--- config.mk ---
export PLATFORM = sky130hd
export DESIGN_NAME = decoder_onehot_scan
export DESIGN_NICKNAME = d
export VERILOG_FILES = /design/src/rtl/decoder_pkg.sv /design/src/rtl/scan_prescaler.sv /design/src/rtl/decoder_onehot_scan.sv
export SDC_FILE = /design/constraint.sdc
export NUM_CORES = 1
export LEC_CHECK = 0
export CORE_MARGIN = 5
export CORE_UTILIZATION = 45
export DETAILED_ROUTE_END_ITERATION = 12
export GPL_TIMING_DRIVEN = 0
export PLACE_DENSITY = 0.84
export SLEW_MARGIN = 10
export SYNTH_ARGS = -nofsm -noshare
export SYNTH_HDL_FRONTEND = slang
export SYNTH_SLANG_ARGS = --single-unit
--- constraint.sdc ---
create_clock -name clk -period 1.6 [get_ports clk]
set_input_delay 0.32 -clock clk [delete_from_list [all_inputs] [get_ports clk]]
set_output_delay 0.32 -clock clk [all_outputs]
set_load 0.03 [all_outputs]
--- src/rtl/decoder_pkg.sv ---
// Shared types and helpers for the one-hot decoder: FSM state encoding and
// a polarity-aware one-hot encoder.
package decoder_pkg;

    localparam int ONEHOT_MAX = 256;

    typedef enum logic [1:0] {
        ST_OFF = 2'd0,
        ST_DIR = 2'd1,
        ST_SCN = 2'd2
    } state_t;

    // Out-of-range idx yields the inactive pattern, so callers can use it for range errors too.
    function automatic logic [ONEHOT_MAX-1:0] onehot_encode(
        input logic [7:0]  idx,
        input int unsigned n,
        input logic        active_low
    );
        logic [ONEHOT_MAX-1:0] v;
        v = '0;
        if ({24'b0, idx} < n) begin
            v[idx] = 1'b1;
        end
        if (active_low) begin
            v = ~v;
        end
        return v;
    endfunction

endpackage

--- src/rtl/scan_prescaler.sv ---
// Free-running prescaler for the scan walk: counts 0..PRESCALE-1 while run is
// high and flags the last count; clears to 0 whenever run is low.
module scan_prescaler #(
    parameter int PRESCALE = 4,
    parameter int PRE_W    = $clog2(PRESCALE + 1)
) (
    input  logic clk,
    input  logic rst,
    input  logic run,
    output logic tick
);

    localparam logic [PRE_W-1:0] LAST = PRE_W'(PRESCALE - 1);

    logic [PRE_W-1:0] cnt_q;
    logic [PRE_W-1:0] cnt_d;

    always_comb begin
        tick  = run && (cnt_q == LAST);
        cnt_d = '0;
        if (run && !tick) begin
            cnt_d = cnt_q + PRE_W'(1);
        end
    end

    always_ff @(posedge clk or posedge rst) begin
        if (rst) begin
            cnt_q <= '0;
        end else begin
            cnt_q <= cnt_d;
        end
    end

endmodule

--- src/rtl/decoder_onehot_scan.sv ---
// Registered N-to-M one-hot decoder with programmable polarity; DIRECT mode
// decodes sel_in, SCAN mode walks the outputs under a prescaled index.
module decoder_onehot_scan
    import decoder_pkg::*;
#(
    parameter int SEL_W      = 2,
    parameter int OUT_N      = 4,
    parameter int ACTIVE_LOW = 0,
    parameter int PRESCALE   = 4,
    parameter int PRE_W      = $clog2(PRESCALE + 1)
) (
    input  logic             clk,
    input  logic             rst,
    input  logic             enable,
    input  logic             mode,
    input  logic [SEL_W-1:0] sel_in,
    output logic [OUT_N-1:0] y,
    output logic [SEL_W-1:0] sel_out,
    output logic             range_err,
    output logic             wrap
);

    localparam logic [OUT_N-1:0] INACT    = (ACTIVE_LOW != 0) ? '1 : '0;
    localparam logic [SEL_W-1:0] LAST_IDX = SEL_W'(OUT_N - 1);
    localparam logic [SEL_W:0]   OUT_N_W  = (SEL_W + 1)'(OUT_N);

    state_t           state_q, state_d;
    logic [SEL_W-1:0] idx_q, idx_d;
    logic [OUT_N-1:0] y_q, y_d;
    logic [SEL_W-1:0] sel_out_q, sel_out_d;
    logic             range_err_q, range_err_d;
    logic             wrap_q, wrap_d;

    logic             scan_run;
    logic             tick;
    logic [SEL_W-1:0] idx_adv;

    // Prescaler only runs while already in SCN; the entry cycle restarts it at 0.
    assign scan_run = enable && mode && (state_q == ST_SCN);

    scan_prescaler #(
        .PRESCALE (PRESCALE),
        .PRE_W    (PRE_W)
    ) u_prescaler (
        .clk  (clk),
        .rst  (rst),
        .run  (scan_run),
        .tick (tick)
    );

    always_comb begin
        state_d     = !enable ? ST_OFF : (mode ? ST_SCN : ST_DIR);
        idx_adv     = (idx_q == LAST_IDX) ? '0 : idx_q + SEL_W'(1);
        idx_d       = '0;
        y_d         = INACT;
        sel_out_d   = '0;
        range_err_d = 1'b0;
        wrap_d      = 1'b0;

        case (state_d)
            ST_DIR: begin
                if ({1'b0, sel_in} < OUT_N_W) begin
                    y_d       = OUT_N'(onehot_encode(8'(sel_in), OUT_N, ACTIVE_LOW != 0));
                    sel_out_d = sel_in;
                end else begin
                    range_err_d = 1'b1;
                end
            end
            ST_SCN: begin
                if (scan_run) begin
                    idx_d  = tick ? idx_adv : idx_q;
                    wrap_d = tick && (idx_q == LAST_IDX);
                end
                y_d       = OUT_N'(onehot_encode(8'(idx_d), OUT_N, ACTIVE_LOW != 0));
                sel_out_d = idx_d;
            end
            default: ;
        endcase
    end

    always_ff @(posedge clk or posedge rst) begin
        if (rst) begin
            state_q     <= ST_OFF;
            idx_q       <= '0;
            y_q         <= INACT;
            sel_out_q   <= '0;
            range_err_q <= 1'b0;
            wrap_q      <= 1'b0;
        end else begin
            state_q     <= state_d;
            idx_q       <= idx_d;
            y_q         <= y_d;
            sel_out_q   <= sel_out_d;
            range_err_q <= range_err_d;
            wrap_q      <= wrap_d;
        end
    end

    assign y         = y_q;
    assign sel_out   = sel_out_q;
    assign range_err = range_err_q;
    assign wrap      = wrap_q;

endmodule

==> results.yml, run 1 <==
clocking:
  htree_levels: 1
  cts_buffers: 3
  cts_tree: "built"
  cts_hold_buf: 0
  path_clk_slew_ns: 0.07
  cts_sinks: 14
  cts_buffer_depth: 2
  insertion_delay_ns: 0.27
  cts_root_buf: "clkbuf_4"
floorplanning:
  die_width_um: 46.1
  rows: 13
  start_util: 0.462
  die_h_um: 46.1
  dieArea_um2: 2120
  num_io_pins: 14
  core_um2: 1270
pwr:
  vdd_ir_drop_max_v: 0.000538
  power_density_nw_per_um2: 797
  p_leak_nw: 0.483
grt:
  grt_use_total: 0.108
  antenna_found_initial: 0
  grt_max_degree: 15
  grt_pass1_wl_mm: 1.51
  gr-total-overflow: 0
  grt_pass1_vias: 348
drt:
  drc: 0
  vias: 380
  routed.top_layer: "met4"
  via_per_inst: 4.87
  route.met2.wl_um: 527
  wl_met1_um: 374
  drt_wl_total_um: 971
  wl_met3_um: 43
  dr.pass1.iters: 2
  drt_iter0_drc: 3
  wl_per_cell_um: 12.4
  antenna_left: 0
synthesis:
  syn_area_um2: 586
  synth_top_area_share: 0.598
  synth.distinct_cells: 23
  ys_seq_elements: 14
  synthTopCellsByArea: "dfrtp_1, ha_1, nand2_1"
  syn_nets: 57
  avgSynthCellArea_um2: 12.2
  yosysWarnings: 0
  synth_top_area_cell: "dfrtp_1"
  synth_cells: 48
  seq_area_frac_synth: 0.598
place:
  portBuffers: 12
  dpl.cell_count: 75
  hpwlAfterDp_um: 771
  gp_congestion: 0.713
sta:
  clock_skew_ns: 0.000354
  setup_violations: 0
  fmax_mhz: 663
  fin_tns_setup_ns: 0
  tightest_slew_ns: 0.518
  slew_violations: 0
  post-route-period-util: 0.942
  hold_viol_final: 0
  rsz0062_at_grt: "false"
  period_needed_ns: 1.51
  max_slew_margin: 0.655
setup_path:
  required_ns: 1.79
  cp-end-kind: "flip-flop"
  path_cells: "ha_1, ha_2, mux2_4, nand2b_4, inv_4, nor3_2"
  crit_buf_inv: 1
  reg2reg_depth: 6
  cp_max_fo: 7
  critical_path_class: "reg -> reg"
  crit_slowest_cell: "dfrtp_1"
  crit_cells: 6
  critPathArrivalTime_ns: 1.70
  slowest_delay_ns: 0.39
  cp_top_family: "adder cells"
  start_kind: "flip-flop"
finish:
  seq_area_um2: 350
  antenna_cells: 0
  synthToLayoutAreaGrowth_pct: 30.3
  final_cell_mix: "dfrtp_1, dlymetal6s2s_1, nand2_1, clkdlybuf4s50_1"
  multiInputGateArea_um2: 209
  fin_cells: 78
  nets: 74
  layout_commonest_cell: "dfrtp_1"
  layout-drive-gt1-share: 0.190
  fillCellCount: 108
status:
  status: "finished clean"
flow_run:
  drv_cap: 0
hold_path:
  hp-class: "in -> async"
## what timing repair did
action                     CTS  global route
gates resized for setup      1             7
setup endpoints to repair    1             8
setup buffers                0             0
pin swaps                    0             0
## final timing paths
path,startpoint,end,slack [ns]
max,u_prescaler.cnt_q[0]$_DFF_PP0_,y[0]$_DFF_PP0_,0.09
min,rst,wrap$_DFF_PP0_,0.38
max reg2reg,u_prescaler.cnt_q[0]$_DFF_PP0_,y[0]$_DFF_PP0_,0.09
min reg2reg,u_prescaler.cnt_q[0]$_DFF_PP0_,u_prescaler.cnt_q[0]$_DFF_PP0_,0.45
max in group asynchronous,rst,u_prescaler.cnt_q[1]$_DFF_PP0_,0.88
min in group clk,u_prescaler.cnt_q[0]$_DFF_PP0_,u_prescaler.cnt_q[0]$_DFF_PP0_,0.45
## final cells by class
cell class / instances / area share
repair buffers: 12 / 0.175
well taps: 15 / 0.0246
clock buffers: 3 / 0.0295
multi-input cells: 28 / 0.274
inverters: 5 / 0.0279
plain buffers: 1 / 0.00984
flip-flops and latches: 14 / 0.459
## state kept, by name (all words and copies together), names as in the netlist
| signal | flops |
|---|---|
| u_prescaler.cnt_q | 3 |
| sel_out | 2 |
| state_q | 2 |
| wrap | 1 |
| y | 4 |
| idx_q | 2 |
## synth_stat cells, drive strengths merged
cell type and count:
nand2b 1, conb 1, nor3b 2, buf 1, mux2 1, inv 5, nor2b 1, and2 1
nand2 5, nor3 3, and2b 1, nor2 3, o21bai 1, o22ai 2, o21ai 1, nand4b 1
dfrtp 14, ha 3, o2bb2ai 1
## stage by stage
step                cell area (µm²)   util  worst slack (ns)  power [W]  hold WS [ns]
global placement                724  0.571          -0.00852   0.000433         0.435
CTS                             746  0.588           0.00533   0.000621         0.396
global route                    763  0.602            0.0390   0.000639         0.426
detailed placement              724  0.571           -0.0223   0.000436         0.445
finish                          763  0.602            0.0926   0.000608         0.378
floorplan                       586      -             0.140   0.000404         0.209
## power breakdown
group	total, W	internal, W	switching (W)
logic	0.0000614	0.0000268	0.0000347
registers	0.000364	0.000362	0.00000223
clock network	0.000183	0.0000870	0.0000956
## per-layer routing
metal	global-route usage	vias up
met5	0	-
met4	0.102	0
met3	0.0234	2
met2	0.165	7
met1	0.123	186
li1	-	185
## cells by family after synthesis
group	count (synthesis)	synth area share
adders and majority gates	3	0.0641
buffers and inverters	6	0.0491
AOI/OAI and AO/OA	5	0.0641
and+or+nand+nor	18	0.192
DFF	14	0.598
other	1	0.00640
muxes	1	0.0256
Power figures use the tool's default switching activity.
==> run 2, diff against run 1 <==
Clock period 1.6 ns to 1.45 ns, I/O delays scaled along.
==> run 2 against run 1 <==
  * Wire length increased by 13%
  * Register-to-register slack got worse by 0.09 ns
  * Die area unchanged
  * Flip-flop and latch count unchanged
  * Non-clock buffer count increased by 3
  * Core utilization increased by 2.0 points
  * Combinational power increased by 10%
  * Worst hold slack got worse by 0.038 ns
  * Final area increased by 3.3%
  * Critical path type unchanged
  * Critical endpoint is now y[2]$_DFF_PP0_
  * Largest cell class unchanged
==> results.yml, run 2 (synthesis results as in run 1) <==
floorplanning:
  start_util: 0.462
  die_h_um: 46.1
  dieArea_um2: 2120
  die_width_um: 46.1
  core_um2: 1270
  rows: 13
  num_io_pins: 14
clocking:
  cts_buffer_depth: 2
  cts_sinks: 14
  cts_tree: "built"
  cts_root_buf: "clkbuf_4"
  cts_buffers: 3
  htree_levels: 1
  insertion_delay_ns: 0.27
  path_clk_slew_ns: 0.07
drt:
  drt_iter0_drc: 1
  drt_wl_total_mm: 1.10
  dr.pass1.iters: 3
  antenna_left: 0
  wl_per_cell_um: 13.5
  drc: 0
  via_per_inst: 5.07
  vias: 411
sta:
  clock_skew_ns: 0.00100
  hold_viol_final: 0
  tightest_slew_ns: 0.518
  rsz0062_at_grt: "true"
  post-route-period-util: 0.995
  setup_violations: 0
  worst_slack_ns: 0.00694
  fmax_mhz: 693
  slew_violations: 0
  period_needed_ns: 1.44
  hold_ws_ns: 0.341
  max_slew_margin: 0.654
grt:
  grt_max_degree: 15
  grt_pass1_vias: 371
  antenna_found_initial: 0
  grt_pass1_wl_mm: 1.59
  gr-total-overflow: 0
  grt_use_total: 0.116
setup_path:
  crit_buf_inv: 1
  cp_max_fo: 7
  critical_path_class: "reg -> reg"
  required_ns: 1.61
  slowest_delay_ns: 0.39
  start_kind: "flip-flop"
  path_cells: "ha_2, ha_4, mux2_4, nand2b_4, inv_4, o2bb2ai_2"
  crit_slowest_cell: "dfrtp_1"
  startpoint: "u_prescaler.cnt_q[0]$_DFF_PP0_"
  cp-end-kind: "flip-flop"
  r2r-start: "u_prescaler.cnt_q[0]$_DFF_PP0_"
  cp_top_family: "flip-flops"
  critPathArrivalTime_ns: 1.61
hold_path:
  hp-class: "in -> async"
place:
  placed_cell_area_um2: 727
  gp_congestion: 0.739
  portBuffers: 12
  hpwlAfterDp_um: 811
  pre_cts_ws_ns: -0.154
finish:
  antenna_cells: 0
  largest_reg_flops: 4
  fin_area_um2: 788
  synthToLayoutAreaGrowth_pct: 34.6
  final_cell_mix: "dfrtp_1, dlygate4sd2_1, nand2_1, clkdlybuf4s50_1, buf_4"
  utilization: 0.621
  layout-drive-gt1-share: 0.258
  layout_commonest_cell: "dfrtp_1"
  nets: 77
pwr:
  vdd_ir_drop_max_v: 0.000460
  power_density_nw_per_um2: 859
  p_leak_nw: 0.421
flow_run:
  drv_cap: 0
status:
  status: "finished clean"
==> run 2: cell types whose count changed in the layout (fill, tap and decap cells not counted), sizes merged <==
cell,delta
dlygate4sd2,+6
dlymetal6s2s,-6
buf,+3
==> run 2: final cells by class <==
type,count,area (µm²)
buffer,1,7.51
clock buffer,3,22.5
fill,112,480
inverter,5,21.3
multi-input combinational,28,234
sequential,14,350
tap,15,18.8
timing repair buffer,15,134
==> run 2: per-layer routing <==
metal | vias to the layer above | part of all wire | track usage
li1 | 196 | - | -
met3 | 5 | 0.057 | 0.0508
met1 | 200 | 0.32 | 0.111
met2 | 10 | 0.59 | 0.187
met5 | - | 0 | 0
met4 | 0 | 0.031 | 0.102
==> run 2: worst paths after layout <==
kind / endpoint / slack (ns) / depth (start not counted)
hold reg to reg: u_prescaler.cnt_q[0]$_DFF_PP0_ / 0.63 / 3
setup reg to reg: y[2]$_DFF_PP0_ / 0.007 / 6
hold / removal: u_prescaler.cnt_q[0]$_DFF_PP0_ / 0.34 / 2
max in group asynchronous: idx_q[1]$_DFF_PP0_ / 0.77 / 2
setup / recovery: y[2]$_DFF_PP0_ / 0.007 / 6
min in group clk: u_prescaler.cnt_q[0]$_DFF_PP0_ / 0.63 / 3
==> run 2: what timing repair did <==
action	4_1_cts	5_1_grt
hold buffers	0	0
pin swaps	0	4
setup endpoints to repair	9	2
setup buffers	1	2
gates resized for setup	9	2
==> run 2: report_power, final <==
part	internal, W	switching [W]	total [W]
sequential	0.000399	0.00000241	0.000402
clock	0.0000963	0.000112	0.000208
combinational	0.0000284	0.0000392	0.0000676
total	0.000524	0.000153	0.000677
==> run 2: through the flow <==
step	TNS, ns	cells	power [W]
6_report	0	81	0.000677
4_1_cts	0	79	0.000687
3_3_place_gp	-0.428	75	0.000478
3_5_place_dp	-0.556	75	0.000480
2_1_floorplan	0	48	0.000446
5_1_grt	-0.0588	81	0.000714
